### src/rtl/maxtree_batch_sched.sv
// maxtree_batch_sched: time-shares one 128-input pipelined max tree across
// NUM_BATCHES candidate banks. For each bank it selects the bank, pulses the
// tree start and waits out the tree latency. It then folds the tree result
// into a running maximum and returns the winner and its batch on a
// valid/ready port.
//
// Optional build macro MAXSCHED_PERF_EN adds a 16-bit perf_cycles output.
// perf_cycles holds the cycle count from request acceptance to the result
// handshake, and saturates at 0xFFFF.
module maxtree_batch_sched #(
  parameter int unsigned DATA_WIDTH   = 16,
  parameter int unsigned INDX_WIDTH   = 10,
  parameter int unsigned ADDR_WIDTH   = 7,
  parameter int unsigned NUM_BATCHES  = 8,
  parameter int unsigned TREE_LATENCY = 7,
  localparam int unsigned W  = DATA_WIDTH + INDX_WIDTH + ADDR_WIDTH,
  localparam int unsigned BW = (NUM_BATCHES > 1) ? $clog2(NUM_BATCHES) : 1
) (
  input  logic          clk,
  input  logic          rst_n,
  input  logic          req_valid,
  output logic          req_ready,
  output logic [BW-1:0] batch_sel,
  output logic          tree_start,
  input  logic [W-1:0]  tree_max,
  output logic          res_valid,
  input  logic          res_ready,
  output logic [W-1:0]  res_data,
  output logic [BW-1:0] res_batch,
  output logic          busy
`ifdef MAXSCHED_PERF_EN
  ,
  output logic [15:0]   perf_cycles
`endif
);

  // Wait counter must hold TREE_LATENCY+1.
  localparam int unsigned CW = $clog2(TREE_LATENCY + 2);

  localparam logic [2:0] S_IDLE   = 3'd0;
  localparam logic [2:0] S_LAUNCH = 3'd1;
  localparam logic [2:0] S_WAIT   = 3'd2;
  localparam logic [2:0] S_ACC    = 3'd3;
  localparam logic [2:0] S_DONE   = 3'd4;

  localparam logic [BW-1:0] LAST_B   = BW'(NUM_BATCHES - 1);
  localparam logic [CW-1:0] CNT_LOAD = CW'(TREE_LATENCY + 1);

  logic [2:0]      r_state;
  logic [2:0]      w_state_nxt;
  logic [BW-1:0]   r_b;
  logic [BW-1:0]   w_b_nxt;
  logic [CW-1:0]   r_cnt;
  logic [CW-1:0]   w_cnt_nxt;
  logic            w_acc_load;
  logic            w_in_batch;

  logic [W-1:0]    r_acc;
  logic [BW-1:0]   r_acc_batch;

  logic            r_req_ready;
  logic            r_busy;
  logic            r_tree_start;
  logic [BW-1:0]   r_batch_sel;
  logic            r_res_valid;

  // Next-state, batch index, wait counter and accumulate-enable decode.
  always_comb begin
    w_state_nxt = r_state;
    w_b_nxt     = r_b;
    w_cnt_nxt   = r_cnt;
    w_acc_load  = 1'b0;
    case (r_state)
      S_IDLE: begin
        if (req_valid && r_req_ready) begin
          w_state_nxt = S_LAUNCH;
          w_b_nxt     = '0;
        end
      end
      S_LAUNCH: begin
        w_cnt_nxt   = CNT_LOAD;
        w_state_nxt = S_WAIT;
      end
      S_WAIT: begin
        if (r_cnt <= CW'(1)) begin
          w_state_nxt = S_ACC;
        end else begin
          w_cnt_nxt = r_cnt - CW'(1);
        end
      end
      S_ACC: begin
        // First batch always loads; later batches need a strictly larger
        // score, so ties keep the earlier batch.
        w_acc_load = (r_b == '0) ||
                     (tree_max[DATA_WIDTH-1:0] > r_acc[DATA_WIDTH-1:0]);
        if (r_b == LAST_B) begin
          w_state_nxt = S_DONE;
        end else begin
          w_b_nxt     = r_b + BW'(1);
          w_state_nxt = S_LAUNCH;
        end
      end
      S_DONE: begin
        if (r_res_valid && res_ready) begin
          w_state_nxt = S_IDLE;
        end
      end
      default: begin
        w_state_nxt = S_IDLE;
      end
    endcase
  end

  // Bank select is held for the whole LAUNCH/WAIT/ACC window of a batch.
  assign w_in_batch = (w_state_nxt == S_LAUNCH) ||
                      (w_state_nxt == S_WAIT)   ||
                      (w_state_nxt == S_ACC);

  // FSM state, batch index and wait counter registers.
  always_ff @(posedge clk) begin
    if (!rst_n) begin
      r_state <= S_IDLE;
      r_b     <= '0;
      r_cnt   <= '0;
    end else begin
      r_state <= w_state_nxt;
      r_b     <= w_b_nxt;
      r_cnt   <= w_cnt_nxt;
    end
  end

  // Registered control outputs, decoded from the upcoming state.
  always_ff @(posedge clk) begin
    if (!rst_n) begin
      r_req_ready  <= 1'b1;
      r_busy       <= 1'b0;
      r_tree_start <= 1'b0;
      r_batch_sel  <= '0;
      r_res_valid  <= 1'b0;
    end else begin
      r_req_ready  <= (w_state_nxt == S_IDLE);
      r_busy       <= (w_state_nxt != S_IDLE);
      r_tree_start <= (w_state_nxt == S_LAUNCH);
      r_batch_sel  <= w_in_batch ? w_b_nxt : '0;
      r_res_valid  <= (w_state_nxt == S_DONE);
    end
  end

  // Running maximum over batches; it also serves as the result register.
  always_ff @(posedge clk) begin
    if (!rst_n) begin
      r_acc       <= '0;
      r_acc_batch <= '0;
    end else if (w_acc_load) begin
      r_acc       <= tree_max;
      r_acc_batch <= r_b;
    end
  end

  assign req_ready  = r_req_ready;
  assign busy       = r_busy;
  assign tree_start = r_tree_start;
  assign batch_sel  = r_batch_sel;
  assign res_valid  = r_res_valid;
  assign res_data   = r_acc;
  assign res_batch  = r_acc_batch;

`ifdef MAXSCHED_PERF_EN
  logic [15:0] r_perf_cnt;
  logic [15:0] r_perf_cycles;
  logic [15:0] w_perf_inc;
  logic        w_accept;
  logic        w_handshake;

  assign w_accept    = (r_state == S_IDLE) && (w_state_nxt == S_LAUNCH);
  assign w_handshake = (r_state == S_DONE) && (w_state_nxt == S_IDLE);
  assign w_perf_inc  = (r_perf_cnt == 16'hFFFF) ? r_perf_cnt : r_perf_cnt + 16'd1;

  // Operation cycle counter; the handshake cycle itself is included.
  always_ff @(posedge clk) begin
    if (!rst_n) begin
      r_perf_cnt    <= 16'd0;
      r_perf_cycles <= 16'd0;
    end else begin
      if (w_accept) begin
        r_perf_cnt <= 16'd0;
      end else if (r_state != S_IDLE) begin
        r_perf_cnt <= w_perf_inc;
      end
      if (w_handshake) begin
        r_perf_cycles <= w_perf_inc;
      end
    end
  end

  assign perf_cycles = r_perf_cycles;
`endif

  // The start pulse may only appear while launching.
  a_start_in_launch: assert property (@(posedge clk) disable iff (!rst_n)
    r_tree_start |-> (r_state == S_LAUNCH));

  // The bank select must not move while the tree drains.
  a_sel_stable: assert property (@(posedge clk) disable iff (!rst_n)
    ((r_state == S_WAIT) || (r_state == S_ACC)) |-> (r_batch_sel == r_b));

endmodule

### config.mk
export PLATFORM = sky130hd
export DESIGN_NAME = maxtree_batch_sched
export DESIGN_NICKNAME = d
export VERILOG_FILES = /design/src/rtl/maxtree_batch_sched.sv
export SDC_FILE = /design/constraint.sdc
export NUM_CORES = 1
export LEC_CHECK = 0
export CORE_UTILIZATION = 45
export CTS_CLUSTER_SIZE = 10
export DETAILED_ROUTE_END_ITERATION = 7
export PLACE_DENSITY = 0.77
export SLEW_MARGIN = 20
export SYNTH_ARGS = -nofsm -noshare
export SYNTH_HDL_FRONTEND = slang
export SYNTH_SLANG_ARGS = --single-unit
### constraint.sdc
create_clock -name clk -period 1.9 [get_ports clk]
set_input_delay 0.19 -clock clk [delete_from_list [all_inputs] [get_ports clk]]
set_output_delay 0.19 -clock clk [all_outputs]
set_load 0.02 [all_outputs]
# Yosys cells after proc, flatten, opt, wreduce, memory -nomap -nowiden
# Index checks and enable logic that the tools add are counted.
dict set report classes {
  n_eq_ne 10
  order_cmp 2
  n_addsub 2
  mux 11
  reduce_logical 12
}
# cell count
set op_table {}
lappend op_table {{$mux W3} 6}
lappend op_table {{$gt A16 B16 Y1} 1}
lappend op_table {{$pmux W3 S5} 1}
lappend op_table {{$eq A3 B2 Y1 const B} 4}
lappend op_table {{$eq A3 B3 Y1 const B} 3}
lappend op_table {{$logic_not A3 Y1} 3}
lappend op_table {{$pmux W4 S2} 1}
lappend op_table {{$eq A3 B1 Y1 const B} 2}
lappend op_table {{$pmux W3 S2} 1}
lappend op_table {{$le A4 B1 Y1 const B} 1}
lappend op_table {{$mux W4} 1}
lappend op_table {{$reduce_and A2 Y1} 2}
lappend op_table {{$sub A4 B1 Y4 const B} 1}
lappend op_table {{$add A3 B1 Y3 const B} 1}
lappend op_table {{$logic_or A1 B1 Y1} 3}
lappend op_table {{$reduce_bool A3 Y1} 1}
lappend op_table {{$logic_and A1 B1 Y1} 2}
lappend op_table {{$ne A2 B2 Y1 const B} 1}
lappend op_table {{$reduce_bool A2 Y1} 1}
lappend op_table {{$mux W1} 1}
dict set report word_totals {
  register_bits 53
  word_cells 47
  in_bits 37
}

# Longest topological paths before layout
# Gate-level depths: netlist of the first run.
dict set report depth {
  depth_word 7
  mapped_depth 8
}

# Least setup slack after synthesis of the first run
# OpenSTA, ideal clock, no wires.
dict set report synth_timing {
  path_type {reg-to-reg}
  start {register r_acc[15], in the netlist res_data[15]}
  end {register r_acc_batch[0], in the netlist res_batch[0]}
  path_slack_ps -200
  n_path_buf 1
  stages_incl_launch_ff 9
  required_time_ps 1783
  period_less_slack_ps 2100
  arrival_ps 1983
  path_cell_list {dfxtp_1 > inv_1 > ha_1 > nand4_2 > nor4_4 > a21boi_4 > buf_6 > o32a_1 > o21ai_1}
}
dict set report synth_via {
  elab_chain_cells 3
}
# element line_no
set synth_lines {}
lappend synth_lines {{start, declared} 58} ;# logic [W-1:0] r_acc;
lappend synth_lines {{start signal, assigned} 155} ;# r_acc <= tree_max;
lappend synth_lines {{$gt A16 B16 Y1} 95} ;# (tree_max[DATA_WIDTH-1:0] > r_acc[DATA_WIDTH-1:0]);
lappend synth_lines {{$logic_or A1 B1 Y1} 94} ;# w_acc_load = (r_b == '0) ||
lappend synth_lines {{$mux W1} 73} ;# case (r_state)
lappend synth_lines {{end signal, assigned} 156} ;# r_acc_batch <= r_b;
lappend synth_lines {{end, declared} 59} ;# logic [BW-1:0] r_acc_batch;
# Every way passes these cells.
# A chain may end at the register's enable or synchronous reset.

# Worst setup path after layout of the first run
dict set report layout_timing {
  start {input port tree_max[7]}
  end {register r_acc[20], in the netlist res_data[20]}
}
dict set report layout_via {
  elab_chain_cells 3
}
# element line_no
set layout_lines {}
lappend layout_lines {{start, declared} 25} ;# input logic [W-1:0] tree_max,
lappend layout_lines {{$gt A16 B16 Y1} 95}
lappend layout_lines {{$logic_or A1 B1 Y1} 94}
lappend layout_lines {{$mux W1} 73}
# Every way passes these cells.

==> impl_metrics.ini, run 1 <==
[run_status]
status = complete, but fails checks
violations = setup timing

[synth]
syn_inst = 390
synth.yosys.seq_area_share_pct = 33.3
synth_nets = 447
ys_types = 46
synth-seq-cells = 53
syn_area_per_cell_sq_um = 8.16
syn_area_sq_um = 3180
synth_top_area_share_pct = 33.3
yosysMostFrequentCell = dfxtp_1
yosysTopAreaCell = dfxtp_1
synthArstFlopShare_pct = 0
synth_enable_flop_cells = 0
synth_warnings = 0
synth_ff_type = dfxtp_1
synth_commonest_cells = dfxtp_1, nand2_1, nand4_1
synth_area_leaders = dfxtp_1, o32a_1, ha_1, nand4_1, nand3_1

[routing]
drcViolationCount = 0
via_per_inst = 5.74
wl_per_cell_microns = 14.9
vias = 3354
ant_nets = 0
drt_iter0_drc = 193
wirelength_mm = 8.69
dr.pass1.iters = 4

[floorplan]
placement_rows = 30
core_sq_um = 6830
die_w_microns = 86.1
ios = 80
initial_core_util_pct = 46.6
die_area_sq_um = 7420
die_height_microns = 86.1

[worst_setup_path]
worstPathRequired_ns = 2.10
endpoint = res_data[20]
arrival_ns = 2.15
worstRegToRegCells = 8
r2r_start = res_data[7]
crit_path_start = tree_max[7]
r2r_slack_ns = -0.03
crit_type = in2reg
max_stage_delay_ns = 0.51
crit_family = buffers and inverters
cp-end-kind = register
cp_cell_sequence = clkdlybuf4s50_1, ha_4, nand2_2, nor4_4, a21boi_4, buf_6, o32a_1, o21ai_1
critPathSlowestCell = clkdlybuf4s50_1
crit_cells = 8
worstSetupStartpointType = primary input
path_buf_inv = 2
r2r-end = res_data[20]
crit_fanout = 13

[power]
p_per_area_nw_per_um2 = 608
ir_drop_v = 0.000638
leakagePower_nw = 1.62

[place]
gp_congestion = 0.787
place_inst = 572
dpl-instance-area_sq_um = 4380
io_buffers = 79
dpl_worst_slack_ns = -0.400
place_hpwl_mm = 5.86

[cts]
clk_path_buf_depth = 2
clkSinkCount = 53
cts_buffers = 5
clkLatencyLatePin_ns = 0.31
root_buffer = clkbuf_8
htree_levels = 2
clk_pin_slew_worst_paths_ns = 0.10
cts_tree = built

[cells_and_area]
design_area_sq_um = 4630
final_layout_size_suffix_gt1_share_pct = 20.1
final_cell_count_no_fill = 584
fin_nets = 544
diodes = 0
areaGrowthSynthToFinish_pct = 45.5

[global_route]
first_global_vias = 3091
grt_pass1_wl_mm = 14.3
grt_use_total_pct = 23.4
grt_antenna_before_repair = 0
grt_max_degree = 58
grt_overflow = 0

[sta]
fmax_mhz = 513
layout_min_cycle_time_ns = 1.95
slew_violations = 0
worst_pin_slew_ns = 0.518
setup_slack_ns = -0.0510
clock_skew_ns = 0.0106
grt_setup_unrepaired = true
period_share_pct = 103
maxSlewHeadroom_pct = 65.1
hold_violations = 0
finalSetupViolCount = 27

[job]
maxCapViolCount = 0

[min_path]
hold_class = in2reg
logic make-up (layout without fill, tap and decap cells):
logic type / Yosys count / count (layout) / share of synthesized area (%)
AO/OA/AOI/OAI: 98 / 98 / 23.0
XOR/XNOR: 3 / 3 / 0.825
adder cells (fa/ha/maj): 20 / 20 / 7.86
buffers and inverters: 60 / 158 / 8.64
flip-flops: 53 / 53 / 33.3
multiplexers: 1 / 1 / 0.314
AND/OR/NAND/NOR: 155 / 155 / 26.0
timing repair:
action                     4_1_cts  5_1_grt
pin swaps                        6        4
hold buffers                     0        0
setup endpoints to repair       37       40
buffers inserted                 2        3
resized for setup               13       16
worst register-to-register path, cell delays in order (launching register included):
cell and delay, ns:
dfxtp_4 0.35, inv_1 0.06, ha_4 0.27, nand2_2 0.07, nor4_4 0.30, a21boi_4 0.34
buf_6 0.21, o32a_1 0.16, o21ai_1 0.06
area by class of cell:
| type | instances | area (sq um) |
|---|---|---|
| Clock buffer | 7 | 96.3 |
| Clock inverter | 1 | 5.00 |
| Fill cell | 579 | 2200 |
| Inverter | 24 | 90.1 |
| Multi-Input combinational cell | 277 | 2010 |
| Sequential cell | 53 | 1090 |
| Tap cell | 96 | 120 |
| Timing Repair Buffer | 126 | 1220 |
metal layers:
layer / wire, microns / vias up / track usage (%) / part of all wire, %
met3: 403 / 13 / 3.37 / 4.6
met1: 3940 / 1595 / 29.9 / 45
met4: 112 / 0 / 5.61 / 1.3
li1: - / 1650 / - / -
met5: 0 / - / 0 / 0
met2: 4240 / 96 / 41.4 / 49
cells in the final DEF, fill, tap and decap left out, types with 11 or more instances in the layout:
master | netlist | final
ha_1 | 20 | 11
nand3_1 | 37 | 37
o32a_1 | 36 | 36
buf_4 | 0 | 38
dfxtp_1 | 53 | 39
nand4_1 | 38 | 38
o21ai_1 | 30 | 36
clkdlybuf4s50_1 | 0 | 77
nand2_1 | 45 | 42
inv_1 | 24 | 21
where the power goes:
part	total [mW]	switching, mW	internal, mW
Sequential	1.25	0.0649	1.19
Clock	0.720	0.389	0.331
Combinational	0.846	0.431	0.416
stage by stage:
stage | hold slack [ns] | setup TNS [ns] | power, mW | utilization [%]
after floorplan | 0.324 | -0.805 | 1.72 | -
after global placement | 0.486 | -11.16 | 2.04 | 64.0
after detailed placement | 0.502 | -12.99 | 2.06 | 64.0
after CTS | 0.246 | -0.00299 | 2.80 | 66.8
after global routing | 0.258 | -3.33 | 2.96 | 67.8
final | 0.254 | -0.662 | 2.82 | 67.8
flip-flops by register name, summed over array words and instances, names as in the netlist:
name and count:
req_ready 1, busy 1, batch_sel 3, res_data 33, r_cnt 4, res_batch 3
r_state 3, tree_start 1, res_valid 1, r_b 3
worst min-delay path by stage:
| stage | startpoint | end | slack [ns] | cells after the start |
|---|---|---|---|---|
| 2_1_floorplan | tree_max[7] | res_data[7] | 0.32 | 2 |
| 3_3_place_gp | r_b[1] | res_batch[1] | 0.49 | 2 |
| 3_5_place_dp | r_b[1] | res_batch[1] | 0.50 | 2 |
| 4_1_cts | rst_n | res_data[31] | 0.25 | 3 |
| 5_1_grt | rst_n | res_data[30] | 0.26 | 3 |
| 6_report | rst_n | res_data[31] | 0.25 | 3 |
Power figures use the tool's default switching activity.
==> run 2: changes to the inputs <==
--- a/config.mk
+++ b/config.mk
@@ -5,7 +5,9 @@
 export SDC_FILE = /design/constraint.sdc
 export NUM_CORES = 1
 export LEC_CHECK = 0
+export ABC_AREA = 0
 export CORE_UTILIZATION = 45
+export CTS_CLUSTER_DIAMETER = 120
 export CTS_CLUSTER_SIZE = 10
 export DETAILED_ROUTE_END_ITERATION = 7
 export PLACE_DENSITY = 0.77
==> results of run 2 <==
Same layout as run 1: the final DEF is identical, and so are final timing and power.
